===== config.mk =====
export PLATFORM = sky130hd
export DESIGN_NAME = multiplier_radix_taint_track
export DESIGN_NICKNAME = d
export VERILOG_FILES = /design/src/rtl/multiplier_radix_taint_track.sv
export SDC_FILE = /design/constraint.sdc
export NUM_CORES = 1
export LEC_CHECK = 0
export ABC_AREA = 1
export ABC_CLOCK_PERIOD_IN_PS = 4700
export BUFFER_PORTS_ARGS = -buffer_cell sky130_fd_sc_hd__buf_2
export CAP_MARGIN = 15
export CORE_MARGIN = 1
export CORE_UTILIZATION = 56
export DETAILED_ROUTE_END_ITERATION = 6
export MAX_ROUTING_LAYER = met4
export PLACE_DENSITY = 0.77
export SYNTH_ARGS = -nofsm -noshare
export SYNTH_HDL_FRONTEND = slang
export SYNTH_SLANG_ARGS = --single-unit

===== constraint.sdc =====
create_clock -name clk -period 4.7 [get_ports clk]
set_input_delay 0.94 -clock clk [delete_from_list [all_inputs] [get_ports clk]]
set_output_delay 0.94 -clock clk [all_outputs]
set_load 0.01 [all_outputs]

===== src/rtl/multiplier_radix_taint_track.sv =====
// -----------------------------------------------------------------------------
// multiplier_radix_taint_track
//
// Constant-time sequential multiplier, radix 2^RADIX_BITS, with word-level taint
// tracking. Every operation takes exactly NCYC = WIDTH/RADIX_BITS RUN cycles,
// whatever the operand values. Taint follows the data path (operand word taints)
// and the control path (handshake taints). Control taint is sticky until reset,
// so any timing that depends on tainted control is flagged.
//
// Optional feature macro: MULT_SIGNED_EN
//   When defined, the ports signed_mode / signed_mode_t are added. They select a
//   two's-complement multiply and are latched at accept. When undefined, the
//   block multiplies unsigned operands only.
//
// Ports
//   clk             in   1        clock, rising edge
//   rst             in   1        asynchronous reset, active low
//   in_valid        in   1        operands valid
//   in_valid_t      in   1        taint of in_valid
//   in_ready        out  1        block can accept (IDLE only)
//   in_ready_t      out  1        taint of in_ready
//   multiplier      in   WIDTH    operand A
//   multiplier_t    in   1        word taint of A
//   multiplicand    in   WIDTH    operand B
//   multiplicand_t  in   1        word taint of B
//   out_valid       out  1        product valid
//   out_valid_t     out  1        taint of out_valid
//   out_ready       in   1        consumer accepts product
//   out_ready_t     in   1        taint of out_ready
//   product         out  2*WIDTH  A*B
//   product_t       out  1        word taint of product
//   signed_mode     in   1        (MULT_SIGNED_EN) two's-complement operands
//   signed_mode_t   in   1        (MULT_SIGNED_EN) taint of signed_mode
// -----------------------------------------------------------------------------
module multiplier_radix_taint_track #(
    parameter int WIDTH      = 16,
    parameter int RADIX_BITS = 2
) (
    input  logic                 clk,
    input  logic                 rst,
    input  logic                 in_valid,
    input  logic                 in_valid_t,
    output logic                 in_ready,
    output logic                 in_ready_t,
    input  logic [WIDTH-1:0]     multiplier,
    input  logic                 multiplier_t,
    input  logic [WIDTH-1:0]     multiplicand,
    input  logic                 multiplicand_t,
    output logic                 out_valid,
    output logic                 out_valid_t,
    input  logic                 out_ready,
    input  logic                 out_ready_t,
    output logic [2*WIDTH-1:0]   product,
    output logic                 product_t
`ifdef MULT_SIGNED_EN
    ,
    input  logic                 signed_mode,
    input  logic                 signed_mode_t
`endif
);

    localparam int NCYC = WIDTH / RADIX_BITS;
    localparam int PW   = 2 * WIDTH;
    localparam int AW   = PW + RADIX_BITS;
    localparam int CW   = (NCYC > 1) ? $clog2(NCYC) : 1;

    generate
        if (RADIX_BITS < 1 || RADIX_BITS > WIDTH) begin : g_bad_radix
            $error("multiplier_radix_taint_track: RADIX_BITS must be in 1..WIDTH");
        end
        if ((WIDTH % RADIX_BITS) != 0) begin : g_bad_width
            $error("multiplier_radix_taint_track: WIDTH must be a multiple of RADIX_BITS");
        end
    endgenerate

    typedef enum logic [1:0] {
        ST_IDLE = 2'd0,
        ST_RUN  = 2'd1,
        ST_DONE = 2'd2
    } state_e;

    state_e                 state_q;
    logic [CW-1:0]          cnt_q;
    logic [WIDTH-1:0]       mr_q;
    logic [AW-1:0]          md_q;      // multiplicand pre-extended to accumulator width
    logic                   a_neg_q;   // signed mode and A negative
    logic [AW-1:0]          acc_q;
    logic                   data_t_q;
    logic                   ctrl_t_q;
    logic                   in_ready_q;
    logic                   out_valid_q;

    // Mode selection; the unsigned-only build ties these low.
    logic signed_sel;
    logic signed_t_sel;
`ifdef MULT_SIGNED_EN
    assign signed_sel   = signed_mode;
    assign signed_t_sel = signed_mode_t;
`else
    assign signed_sel   = 1'b0;
    assign signed_t_sel = 1'b0;
`endif

    // One radix step. Digits of A are treated as unsigned; for a negative signed A
    // its weight-2^WIDTH sign contribution is removed on the final step, so the
    // low PW bits of the accumulator equal the two's-complement product.
    logic                   last_step;
    logic [AW-1:0]          pp;
    logic [AW-1:0]          pp_shift;
    logic [AW-1:0]          corr;
    logic [AW-1:0]          acc_d;
    logic [AW-1:0]          md_d;

    assign last_step = (cnt_q == CW'(NCYC - 1));
    assign pp        = AW'(mr_q[RADIX_BITS-1:0]) * md_q;
    assign pp_shift  = pp << (cnt_q * RADIX_BITS);
    assign corr      = (a_neg_q && last_step) ? (md_q << WIDTH) : '0;
    assign acc_d     = acc_q + pp_shift - corr;

    assign md_d = signed_sel ? {{(AW-WIDTH){multiplicand[WIDTH-1]}}, multiplicand}
                             : {{(AW-WIDTH){1'b0}}, multiplicand};

    always_ff @(posedge clk or negedge rst) begin
        if (!rst) begin
            state_q     <= ST_IDLE;
            cnt_q       <= '0;
            mr_q        <= '0;
            md_q        <= '0;
            a_neg_q     <= 1'b0;
            acc_q       <= '0;
            data_t_q    <= 1'b0;
            ctrl_t_q    <= 1'b0;
            in_ready_q  <= 1'b1;
            out_valid_q <= 1'b0;
        end else begin
            case (state_q)
                ST_IDLE: begin
                    if (in_valid) begin
                        state_q    <= ST_RUN;
                        mr_q       <= multiplier;
                        md_q       <= md_d;
                        a_neg_q    <= signed_sel & multiplier[WIDTH-1];
                        acc_q      <= '0;
                        cnt_q      <= '0;
                        data_t_q   <= multiplier_t | multiplicand_t | signed_t_sel;
                        ctrl_t_q   <= ctrl_t_q | in_valid_t;
                        in_ready_q <= 1'b0;
                    end
                end
                ST_RUN: begin
                    // No early exit: all NCYC steps run even on zero digits.
                    acc_q <= acc_d;
                    mr_q  <= mr_q >> RADIX_BITS;
                    cnt_q <= cnt_q + CW'(1);
                    if (last_step) begin
                        state_q     <= ST_DONE;
                        out_valid_q <= 1'b1;
                    end
                end
                ST_DONE: begin
                    // A tainted consumer decision changes when we return to IDLE.
                    if (out_ready_t) begin
                        ctrl_t_q <= 1'b1;
                    end
                    if (out_ready) begin
                        state_q     <= ST_IDLE;
                        acc_q       <= '0;
                        out_valid_q <= 1'b0;
                        in_ready_q  <= 1'b1;
                    end
                end
                default: begin
                    state_q     <= ST_IDLE;
                    in_ready_q  <= 1'b1;
                    out_valid_q <= 1'b0;
                end
            endcase
        end
    end

    // The top RADIX_BITS of the accumulator only absorb carries of the last step.
    logic unused_acc_hi;
    assign unused_acc_hi = ^acc_q[AW-1:PW];

    assign in_ready    = in_ready_q;
    assign out_valid   = out_valid_q;
    assign product     = out_valid_q ? acc_q[PW-1:0] : '0;
    assign in_ready_t  = ctrl_t_q;
    assign out_valid_t = ctrl_t_q;
    // Operand taint only reaches the product word, never the handshake timing.
    assign product_t   = out_valid_q ? (data_t_q | ctrl_t_q) : ctrl_t_q;

endmodule


==> run metrics <==
vias per cell=5.510; Final Hold Viols=0; core footprint=0.01196 mm2; hold buffer count at cts=0; Reg-to-Reg Start=mr_q[1]; Fmax=236.6 MHz; Synth cell types=44; hold path cells=2; clk buf depth=2; Pleak=4.419 nW; worst slew pin tran=0.9657 ns; Routed WL=18480 um; Post-Place Worst Slack=0.3848 ns; H-tree levels=3; RePlAce Congestion=0.9657; Nets=1249; Worst setup EP type=register; first-pass GRT wire length=31140 um; PD cells=798.3 mW/mm2; Synth Cell Area=0.006862 mm2; Worst path max stage delay=0.55 ns; filler instances=1173; row count=40; critical path peak fanout=17; Hold Path Sink=mr_q[10]; worst setup path start=mr_q[1]; share of the synthesized area in the top cell type=26.26%; total of max-cap violations=0; Clk pin slew, worst setup/hold paths=0.06 ns; setup violators final=0; Mapped Avg Cell Area=6.249 um2; post-route setup slack=0.4731 ns; antenna-violating nets left=0; starting density of the core=57.36%; cell accounting for the most synthesized area=dfrtp_1; largest cells by area after synthesis=dfrtp_1, nand2_1, ha_1; Die Height=112.7 um; fraction of layout cells with a size suffix above 1=11.65%; Hold Startpoint=mr_q[10]; pin count of the biggest net entering global routing=74; worst vdd ir=0.0003728 V; FF+latch count, synth=73; yosys warns=0; WL/cell=14.15 um; Slowest-stage cell, CP=dfrtp_2; CP startpoint kind=register; Mapped Cells=1098; post-synthesis sequential area ratio=26.64%; later-pin clock latency in the skew report=0.36 ns; period utilization=89.93%; Critical R2R Capture=acc_q[16]; Worst Path Buf+Inv=3; hold crit path type=reg -> reg; syn nets=1193; diode count=0; die width=112.7 um; IO Port Bufs=76; initial drt markers=552; cells on worst reg2reg path=22; Total GRT Usage=31.93%; stages on the worst setup path=22; Slew Viols, Final=0; status=finished, final reports clean; Remaining DRCs=0; root buf cell=clkbuf_16; clk_skew=0.01217 ns; Reg2Reg Setup Slack=0.47 ns; CTS buffer count=9; antenna violations before repair=0; gr ovfl total=0; CTS tree=built; Final Critical Period=4.227 ns; Area Growth Syn to Fin=10.69%; crit path kind=reg -> reg; Top Ports=77; DR vias=7196; CP Cell Sequence=nand2_1 > inv_1 > ha_1 > inv_1 > fa_1 > inv_1 > nand3_1 > nand2_2 > nand2_1 > nand2_2 > xor2_1 > mux2i_1 > nand2_1 > nand3_1 > o21ai_0 > ha_1 > a21o_1 > a21oi_1 > nand3_1 > a21oi_1 > xor2_1 > o21ai_0; Finished Cell Area=0.007595 mm2; DRT Pass-1 Iters=5; predominant post-synthesis flop cell=dfrtp_1; Detailed Place HPWL=14090 um; Critical Path RT=4.89 ns; Die ar.=0.01270 mm2; vias in the first global route=6386; family with the most delay on the worst path=compound AO/OA/AOI/OAI gates; setup TNS=0 ns; clock sink count=73; Finished Core Util=63.49%; Slew Limit Headroom=35.62%; Post-synth EDFFs=0; asr flop ratio synth=100.0%; Post-CTS Setup Bufs=0; Placed Area=0.007296 mm2; RSZ-0062 raised after global routing=false; CP arrival=4.42 ns; Final Total Pwr=6.063 mW
## power by group
group	internal [mW]	leakage, nW	total [mW]	switching [mW]
Sequential	0.930	0.913	1.28	0.345
Combinational	1.38	3.37	4.07	2.69
Clock	0.413	0.139	0.715	0.301
Total	2.72	4.42	6.06	3.34
## area by class of cell
cell class | count | area [um2] | area share (%)
Clock buffer | 10 | 229.0 | 3.015
Clock inverter | 6 | 67.56 | 0.8896
Inverter | 137 | 514.2 | 6.771
Multi-Input combinational cell | 853 | 4357 | 57.36
Sequential cell | 73 | 1831 | 24.10
Tap cell | 147 | 183.9 | 2.422
Timing Repair Buffer | 80 | 412.9 | 5.437
## kinds of logic (layout without fill, tap and decap cells)
family | after synthesis | after routing | share of synthesized area, %
fa+ha+maj | 55 | 55 | 10.25
buf+inv | 172 | 233 | 9.902
flops | 73 | 73 | 26.64
simple gates | 617 | 617 | 37.71
compound gates | 169 | 169 | 13.93
xor+xnor | 10 | 10 | 1.277
mux | 2 | 2 | 0.2918
## sequential cells by signal (all words and copies together) (netlist names)
register and flops:
acc_q 32, md_q 16, mr_q 16, cnt_q 3
state_q 2, data_t_q 1, in_ready 1, in_ready_t 1
out_valid 1
## per-layer routing
layer	vias to the layer above	track usage (%)	part of all wire (%)
met4	0	9.422	1.7
met2	257	48.40	44
met5	-	-	0
li1	3653	-	-
met3	36	5.035	6.5
met1	3250	44.12	48
## Yosys cell counts (all sizes together) (2+ instances only)
master	instances
ha	53
xor2	9
a21o	6
nor3	12
mux2i	2
nor2	93
a22o	3
buf	23
nand3	108
dfrtp	72
nand4	7
o21ai	79
a21oi	67
fa	2
a32o	2
nand2	387
or2	5
a22oi	3
clkbuf	12
inv	136
nand3b	3
o21bai	3
## worst reg2reg max path, cell delays in order, from the launching register on
cell and delay, ns:
dfrtp_2 0.55, nand2_1 0.08, inv_1 0.06, ha_1 0.16, inv_1 0.07, fa_1 0.39, inv_1 0.07, nand3_1 0.07
nand2_2 0.10, nand2_1 0.07, nand2_2 0.10, xor2_1 0.21, mux2i_1 0.12, nand2_1 0.12, nand3_1 0.09, o21ai_0 0.21
ha_1 0.36, a21o_1 0.23, a21oi_1 0.27, nand3_1 0.25, a21oi_1 0.24, xor2_1 0.16, o21ai_0 0.08
## worst max path at each step
stage	slack, ns	endpoint
floorplan	1.18	acc_q[16]
global placement	0.33	acc_q[16]
detailed placement	0.38	acc_q[16]
CTS	0.36	acc_q[16]
global route	0.04	acc_q[28]
finish	0.47	acc_q[16]
## stage by stage
stage	hold slack, ns	std cells
5_1_grt	0.4968	1306
3_3_place_gp	0.4624	1290
4_1_cts	0.4828	1306
3_5_place_dp	0.4658	1290
6_report	0.4802	1306
2_1_floorplan	0.4494	1098
## what timing repair did
| action | CTS | global route |
|---|---|---|
| hold endpoints to repair | 0 | 0 |
| gates resized for setup | 0 | 2 |
| setup endpoints to repair | 0 | 10 |
## cells in the final DEF (no fill, tap or decap), types with 9 or more instances in the layout
master,instances
nand2_1,379
inv_1,135
nand3_1,100
nor2_1,90
buf_2,75
dfrtp_1,70
o21ai_0,66
a21oi_1,62
ha_1,53
nor3_1,10
xor2_1,9
clkbuf_16,9
Note: power is estimated with default switching activity, not from simulation.
